$ cat config.mk
export PLATFORM = sky130hd
export DESIGN_NAME = dmem_arbiter
export DESIGN_NICKNAME = d
export VERILOG_FILES = /design/src/rtl/dmem_arb_pkg.sv /design/src/rtl/arb_starve_ctr.sv /design/src/rtl/dmem_arbiter.sv
export SDC_FILE = /design/constraint.sdc
export NUM_CORES = 1
export LEC_CHECK = 0
export CORE_MARGIN = 5
export CORE_UTILIZATION = 43
export DETAILED_ROUTE_END_ITERATION = 10
export PLACE_DENSITY = 0.81
export REMOVE_ABC_BUFFERS = 1
export SKIP_LAST_GASP = 1
export SLEW_MARGIN = 20
export SYNTH_ARGS = -nofsm -noshare
export SYNTH_HDL_FRONTEND = slang
export SYNTH_HIERARCHICAL = 1
export SYNTH_SLANG_ARGS = --single-unit
$ cat constraint.sdc
create_clock -name clk -period 3.91 [get_ports clk]
set_input_delay 0.9775 -clock clk [delete_from_list [all_inputs] [get_ports clk]]
set_output_delay 0.9775 -clock clk [all_outputs]
set_load 0.005 [all_outputs]
$ cat src/rtl/dmem_arb_pkg.sv
// Shared encodings for the data-memory arbiter: memWrite codes, requester IDs, in-flight tag.
// Latency: n/a (types and constants only).
// Backpressure: n/a.
package dmem_arb_pkg;

    localparam logic [1:0] MEMW_READ  = 2'b00;
    localparam logic [1:0] MEMW_WRITE = 2'b01;

    localparam logic REQ_CPU = 1'b0;
    localparam logic REQ_DMA = 1'b1;

    typedef struct packed {
        logic valid;
        logic owner;
        logic is_read;
    } tag_t;

    localparam tag_t TAG_NONE = '{valid: 1'b0, owner: REQ_CPU, is_read: 1'b0};

    function automatic logic [1:0] memw_enc(input logic we);
        return we ? MEMW_WRITE : MEMW_READ;
    endfunction

endpackage

$ cat src/rtl/arb_starve_ctr.sv
// Counts consecutive denied DMA cycles, saturating at LIMIT; clr wins over inc.
// Latency: at_limit reflects the registered count (one cycle after the inc that reaches it).
// Backpressure: none; pure bookkeeping for the grant logic.
module arb_starve_ctr #(
    parameter int unsigned LIMIT = 4
) (
    input  logic clk,
    input  logic reset,
    input  logic inc,
    input  logic clr,
    output logic at_limit
);

    localparam logic [3:0] LIM = 4'(LIMIT);

    logic [3:0] cnt_q;
    logic [3:0] cnt_d;

    always_comb begin
        cnt_d = cnt_q;
        if (clr) begin
            cnt_d = '0;
        end else if (inc && (cnt_q != LIM)) begin
            cnt_d = cnt_q + 4'd1;
        end
    end

    always_ff @(posedge clk) begin
        if (reset) begin
            cnt_q <= '0;
        end else begin
            cnt_q <= cnt_d;
        end
    end

    assign at_limit = (cnt_q == LIM);

endmodule

$ cat src/rtl/dmem_arbiter.sv
// Shares the single-port data memory between CPU (fixed priority) and DMA (starvation-protected).
// Latency: grant is combinational; read data returns with rvalid two cycles after the grant.
// Backpressure: a requester holds its request until it sees gnt; cpu_stall flags a denied CPU.
module dmem_arbiter
    import dmem_arb_pkg::*;
#(
    parameter int unsigned STARVE_LIMIT = 4,
    parameter int unsigned AW           = 16,
    parameter int unsigned DW           = 16
) (
    input  logic          clk,
    input  logic          reset,
    input  logic          cpu_req,
    input  logic          cpu_we,
    input  logic [AW-1:0] cpu_addr,
    input  logic [DW-1:0] cpu_wdata,
    output logic          cpu_gnt,
    output logic          cpu_stall,
    output logic          cpu_rvalid,
    output logic [DW-1:0] cpu_rdata,
    input  logic          dma_req,
    input  logic          dma_we,
    input  logic [AW-1:0] dma_addr,
    input  logic [DW-1:0] dma_wdata,
    output logic          dma_gnt,
    output logic          dma_rvalid,
    output logic [DW-1:0] dma_rdata,
    output logic [AW-1:0] mem_addr,
    output logic [DW-1:0] mem_wdata,
    output logic [1:0]    mem_write,
    input  logic [DW-1:0] mem_rdata
);

    logic dma_starved;

    arb_starve_ctr #(
        .LIMIT(STARVE_LIMIT)
    ) u_starve_ctr (
        .clk     (clk),
        .reset   (reset),
        .inc     (dma_req & ~dma_gnt),
        .clr     (dma_gnt | ~dma_req),
        .at_limit(dma_starved)
    );

    // Grants are suppressed during reset so a held request is not consumed by a cycle that issues nothing.
    always_comb begin
        cpu_gnt = 1'b0;
        dma_gnt = 1'b0;
        if (!reset) begin
            if (dma_req && dma_starved) begin
                dma_gnt = 1'b1;
            end else if (cpu_req) begin
                cpu_gnt = 1'b1;
            end else if (dma_req) begin
                dma_gnt = 1'b1;
            end
        end
    end

    assign cpu_stall = cpu_req & ~cpu_gnt;

    logic          sel_we;
    logic [AW-1:0] sel_addr;
    logic [DW-1:0] sel_wdata;
    logic          sel_owner;

    always_comb begin
        sel_owner = dma_gnt ? REQ_DMA : REQ_CPU;
        sel_we    = dma_gnt ? dma_we    : cpu_we;
        sel_addr  = dma_gnt ? dma_addr  : cpu_addr;
        sel_wdata = dma_gnt ? dma_wdata : cpu_wdata;
    end

    logic [AW-1:0] mem_addr_q,  mem_addr_d;
    logic [DW-1:0] mem_wdata_q, mem_wdata_d;
    logic [1:0]    mem_write_q, mem_write_d;
    tag_t          tag_q,       tag_d;

    always_comb begin
        mem_addr_d  = mem_addr_q;
        mem_wdata_d = mem_wdata_q;
        mem_write_d = MEMW_READ;
        tag_d       = TAG_NONE;
        if (cpu_gnt || dma_gnt) begin
            mem_addr_d  = sel_addr;
            mem_wdata_d = sel_wdata;
            mem_write_d = memw_enc(sel_we);
            tag_d       = '{valid: 1'b1, owner: sel_owner, is_read: ~sel_we};
        end
    end

    always_ff @(posedge clk) begin
        if (reset) begin
            mem_addr_q  <= '0;
            mem_wdata_q <= '0;
            mem_write_q <= MEMW_READ;
            tag_q       <= TAG_NONE;
        end else begin
            mem_addr_q  <= mem_addr_d;
            mem_wdata_q <= mem_wdata_d;
            mem_write_q <= mem_write_d;
            tag_q       <= tag_d;
        end
    end

    assign mem_addr  = mem_addr_q;
    assign mem_wdata = mem_wdata_q;
    assign mem_write = mem_write_q;

    // mem_rdata was refreshed on the negedge of this cycle, so it is stable for capture here.
    logic          cpu_rvalid_q, cpu_rvalid_d;
    logic          dma_rvalid_q, dma_rvalid_d;
    logic [DW-1:0] cpu_rdata_q,  cpu_rdata_d;
    logic [DW-1:0] dma_rdata_q,  dma_rdata_d;

    always_comb begin
        cpu_rvalid_d = tag_q.valid & tag_q.is_read & (tag_q.owner == REQ_CPU);
        dma_rvalid_d = tag_q.valid & tag_q.is_read & (tag_q.owner == REQ_DMA);
        cpu_rdata_d  = cpu_rvalid_d ? mem_rdata : cpu_rdata_q;
        dma_rdata_d  = dma_rvalid_d ? mem_rdata : dma_rdata_q;
    end

    always_ff @(posedge clk) begin
        if (reset) begin
            cpu_rvalid_q <= 1'b0;
            dma_rvalid_q <= 1'b0;
            cpu_rdata_q  <= '0;
            dma_rdata_q  <= '0;
        end else begin
            cpu_rvalid_q <= cpu_rvalid_d;
            dma_rvalid_q <= dma_rvalid_d;
            cpu_rdata_q  <= cpu_rdata_d;
            dma_rdata_q  <= dma_rdata_d;
        end
    end

    assign cpu_rvalid = cpu_rvalid_q;
    assign dma_rvalid = dma_rvalid_q;
    assign cpu_rdata  = cpu_rdata_q;
    assign dma_rdata  = dma_rdata_q;

endmodule

==> results.yml, run 1 <==
synth:
  synth_edf_count: 0
  synthArstFlopShare: 0
  ys_dominant_reg_cell: "dfxtp_1"
  synth_top_area_frac: 0.4776
  ys_seq_area_frac: 0.4776
  yosysWarnings: 6
  synth_cells: 341
  synth.largest_area_cell: "dfxtp_1"
  synth_common_cells: "74 x dfxtp_1, 64 x nand2_1, 36 x inv_1"
  yosysMostFrequentCell: "dfxtp_1"
  ys_types: 39
  ys_ff_latch: 74
  syn_area_um2: 3102
  synth.area.top_cells: "dfxtp_1 48%, a221o_1 10%, a2111oi_0 8.8%, nand2_1 7.7%, a21oi_1 5.3%"
  syn_avg_cell_area_um2: 9.096
cts:
  cts_buffer_depth: 2
  clock_sinks: 74
  cts_tree: "done"
  root_buffer: "clkbuf_8"
  cts_hold_buf: 0
  cts-buffers-inserted: 9
  path_clk_slew_ns: 0.07
  cts.repair.resized: 0
  cts_setup_buffers: 0
  clock_latency_ns: 0.34
  htree_num_levels: 3
power:
  leakagePower_uw: 0.001815
  power.density_nw_per_um2: 352.5
  power.total_uw: 1710
  ir_drop_mv: 0.2156
critical_path:
  crit_cells: 4
  cp.required_ns: 2.93
  timing.rr.end: "u_starve_ctr/cnt_q[3]"
  critPathKind: "input pin to output port"
  crit_top_cell: "clkdlybuf4s50_1"
  slowest_stage: "clkdlybuf4s50_1"
  cp_slowest_stage_delay_ns: 0.62
  crit_buf_inv: 3
  worst_r2r_path_depth: 10
  worst-r2r-setup-slack_ns: 1.53
  crit_arrival_ns: 2.68
  crit_end: "cpu_gnt"
  crit_path_max_fanout: 4
  r2r-start: "u_starve_ctr/cnt_q[0]"
  worstPathCellList: "clkdlybuf4s50_1, inv_2, a211oi_1, clkdlybuf4s50_1"
  end_kind: "output port"
  critPathTopFamily: "buffers and inverters"
  startpoint: "cpu_req"
  start_kind: "input pin"
layout:
  nets: 571
  drive_gt1_frac: 0.06967
  n_antenna_cell: 0
  area_growth_pct: 56.43
global_routing:
  track_usage: 0.2211
  grt_pass1_vias: 3177
  grt_antenna_before_repair: 0
  grt_max_degree: 67
  grt_pass1_wl_um: 15450
  overflow: 0
floorplanning:
  die_w_um: 94.93
  core_um2: 7137
  io_pins: 157
  die_area_um2: 9012
  rows: 31
  die_height_um: 94.93
  start_util: 0.4346
outcome:
  status: "completed"
hold_path:
  min_path_type: "flip-flop to flip-flop"
  min-delay-start: "cpu_rdata[1]"
placed_design:
  io_buffers: 155
  dp_hpwl_um: 7124
  gp_congestion: 0.8287
timing:
  max_freq_ghz: 0.2736
  post-route-period-util: 0.9346
  grt_setup_unrepaired: "no"
  slew_viol_final: 0
  fin_hold_ws_ns: 0.4569
  skew_ns: 0.004750
  hold_violations: 0
  worstMarginPinSlew_ns: 0.7530
  setup_violations: 0
  period_needed_ns: 3.654
  maxSlewHeadroom: 0.4965
  fin_setup_tns_ns: 0
job:
  cap_viol_max_count: 0
route:
  drt-total-wl_um: 9899
  drt_iter0_drc: 127
  dr.pass1.iters: 4
  drt-met1-wl_um: 4046
  via_per_inst: 5.346
  num_vias: 3138
  antenna_left: 0
  route.met2.wl_um: 4564
  route.met3.wl_um: 1108
  routed.top_layer: "met4"
  detail_route.wl_per_cell_um: 16.86
  drc_errors: 0
[sequential cells by signal, indices dropped and copies added (netlist names)]
signal / cells
cpu_rvalid: 1
dma_rvalid: 1
mem_write: 1
cpu_rdata: 16
dma_rdata: 16
u_starve_ctr/cnt_q: 4
mem_wdata: 16
tag_q: 3
mem_addr: 16
[cell usage in the layout, fill, tap and decap left out, types with 2 or more instances in the layout]
master / instances
nor3_4: 2
a21boi_1: 2
nand3_1: 4
ha_1: 2
inv_1: 36
buf_4: 7
bufinv_16: 2
o21ai_0: 2
a2111oi_0: 31
nor2_1: 7
nand2_1: 64
dfxtp_1: 74
nand3b_1: 2
clkbuf_8: 9
a221o_1: 31
clkdlybuf4s50_1: 154
a21oi_1: 33
inv_2: 3
[final cells by class]
cell class / instances / area (um^2)
clock buffers: 10 / 127.6
repair buffers: 162 / 1599
multi-input cells: 197 / 1284
well taps: 99 / 123.9
clock inverters: 6 / 90.09
flip-flops and latches: 74 / 1481
fillers: 604 / 2285
inverters: 39 / 146.4
[worst reg2reg max path: stages, from the launching register on]
cell	delay [ns]
dfxtp_1	0.34
inv_1	0.09
ha_1	0.16
nand3b_1	0.13
inv_2	0.49
nor2b_4	0.12
o21ai_0	0.34
inv_1	0.20
nand4_2	0.16
nor4b_2	0.06
a31o_1	0.20
[report_power, final]
| part | internal [uW] | switching (uW) |
|---|---|---|
| Combinational | 161 | 94.5 |
| Sequential | 786 | 19.7 |
| Clock | 362 | 287 |
| Total | 1310 | 401 |
[layer usage]
| layer | up-vias | global-route usage |
|---|---|---|
| li1 | 1512 | - |
| met1 | 1454 | 0.2614 |
| met2 | 158 | 0.3600 |
| met3 | 14 | 0.08685 |
| met4 | 0 | 0.08534 |
| met5 | - | 0 |
[through the flow]
stage | std cells | area (um^2) | utilization | worst slack (ns)
after global routing | 587 | 4852 | 0.6799 | 0.2442
final | 587 | 4852 | 0.6799 | 0.2556
after global placement | 571 | 4634 | 0.6494 | 0.3201
after CTS | 587 | 4852 | 0.6799 | 0.3609
after detailed placement | 571 | 4634 | 0.6494 | 0.3831
after floorplan | 310 | 2905 | - | 1.176
[worst min-delay path by stage]
stage	cells after the start	to
final	2	cpu_rdata[1]
after global routing	2	cpu_rdata[15]
after CTS	2	cpu_rdata[1]
after detailed placement	2	cpu_rdata[1]
after floorplan	2	cpu_rdata[0]
after global placement	2	dma_rdata[8]
[kinds of logic after synthesis]
group / synth area share
compound gates: 0.2683
simple gates: 0.1343
flops: 0.4776
buf+inv: 0.1105
fa+ha+maj: 0.008066
other cells: 0.001209
(Power assumes the default switching activity.)
==> inputs of run 2 (changes only) <==
- CAP_MARGIN: unset -> 20
- CORE_UTILIZATION: 43 -> 44
- CTS_BUF_LIST: unset -> sky130_fd_sc_hd__clkbuf_4 sky130_fd_sc_hd__clkbuf_8
- PLACE_DENSITY: 0.81 -> 0.83
==> results.yml, run 2 (synthesized netlist as in run 1, its figures left out) <==
outcome:
  status: "completed"
cts:
  cts-buffers-inserted: 9
  path_clk_slew_ns: 0.08
  clock_latency_ns: 0.34
  cts_buffer_depth: 2
  cts_tree: "done"
  root_buffer: "clkbuf_8"
  cts_hold_buf: 0
  cts.repair.resized: 0
  cts_setup_buffers: 0
  clock_sinks: 74
  htree_num_levels: 3
job:
  cap_viol_max_count: 0
route:
  drt_iter0_drc: 119
  via_per_inst: 5.395
  detail_route.wl_per_cell_um: 16.80
  drc_errors: 0
  drt-total-wl_um: 9830
  num_vias: 3156
  dr.pass1.iters: 4
  antenna_left: 0
critical_path:
  start_kind: "input pin"
  crit_top_cell: "clkdlybuf4s50_1"
  worstPathCellList: "clkdlybuf4s50_1, inv_2, a211oi_1, clkdlybuf4s50_1"
  cp_slowest_stage_delay_ns: 0.61
  critPathTopFamily: "buffers and inverters"
  critPathKind: "input pin to output port"
  cp.required_ns: 2.93
  worst_r2r_path_depth: 10
  crit_cells: 4
  end_kind: "output port"
  crit_path_max_fanout: 4
  slowest_stage: "clkdlybuf4s50_1"
  crit_buf_inv: 3
  crit_arrival_ns: 2.63
floorplanning:
  core_um2: 6832
  die_height_um: 93.96
  io_pins: 157
  die_area_um2: 8828
  rows: 30
  die_w_um: 93.96
  start_util: 0.4540
layout:
  final_common_cell: "clkdlybuf4s50_1"
  final_cell_mix: "154 x clkdlybuf4s50_1, 74 x dfxtp_1, 64 x nand2_1, 36 x inv_1, 33 x a21oi_1"
  n_antenna_cell: 0
  drive_gt1_frac: 0.07362
  utilization: 0.7121
  fillerInstances: 534
  area_growth_pct: 56.84
  nets: 572
timing:
  skew_ns: 0.01223
  fin_setup_tns_ns: 0
  maxSlewHeadroom: 0.5237
  grt_setup_unrepaired: "no"
  max_freq_ghz: 0.2772
  hold_violations: 0
  setup_violations: 0
  post-route-period-util: 0.9226
  period_needed_ns: 3.607
  slew_viol_final: 0
  worstMarginPinSlew_ns: 0.7123
power:
  ir_drop_mv: 0.1586
  power.density_nw_per_um2: 353.5
  leakagePower_uw: 0.001824
placed_design:
  gp_congestion: 0.7512
  dp_hpwl_um: 7144
  io_buffers: 155
hold_path:
  hold_path_depth: 2
  min_path_type: "flip-flop to flip-flop"
global_routing:
  grt_antenna_before_repair: 0
  grt_max_degree: 49
  grt_pass1_wl_um: 15320
  overflow: 0
  track_usage: 0.2189
  grt_pass1_vias: 3179
## run 2: cell type report
cell class	count	area, um^2	area share
Clock inverter	7	102.6	0.02109
Inverter	39	146.4	0.03009
Multi-Input combinational cell	197	1284	0.2639
Sequential cell	74	1481	0.3045
Clock buffer	9	123.9	0.02546
Timing Repair Buffer	163	1607	0.3302
Tap cell	96	120.1	0.02469
## run 2: power by group
group | switching [uW] | internal (uW)
Combinational | 93.9 | 161
Sequential | 19.3 | 786
Clock | 295 | 364
Total | 408 | 1310
## run 2: worst paths after layout
kind                            slack [ns]                     to             startpoint
worst max-delay path                  0.30                cpu_gnt                cpu_req
worst min-delay path                  0.46           dma_rdata[1]           dma_rdata[1]
worst max register to register        1.79  u_starve_ctr/cnt_q[3]  u_starve_ctr/cnt_q[0]
worst min register to register        0.46           dma_rdata[1]           dma_rdata[1]
## run 2: through the flow
stage	instances	total power (uW)	hold WS (ns)	worst slack, ns	area (um^2)
finish	585	1719	0.4567	0.3026	4865
global placement	569	1072	0.4414	0.3515	4638
floorplan	310	883.1	0.4467	1.176	2905
detailed placement	569	1077	0.4483	0.3603	4638
CTS	585	1736	0.4597	0.3423	4865
global route	585	1793	0.4774	0.2919	4865
## run 2: tightest hold or removal path, cell delays in order, from the launching register on
cell	delay (ns)
dfxtp_1	0.31
nand2_1	0.05
a21oi_1	0.05
## run 2: metal layers
layer,global-route usage,vias to the layer above,routed length (um)
li1,-,1516,-
met1,0.2691,1452,4076
met2,0.3471,173,4530
met3,0.08413,15,1061
met4,0.07942,0,162
met5,0,-,0
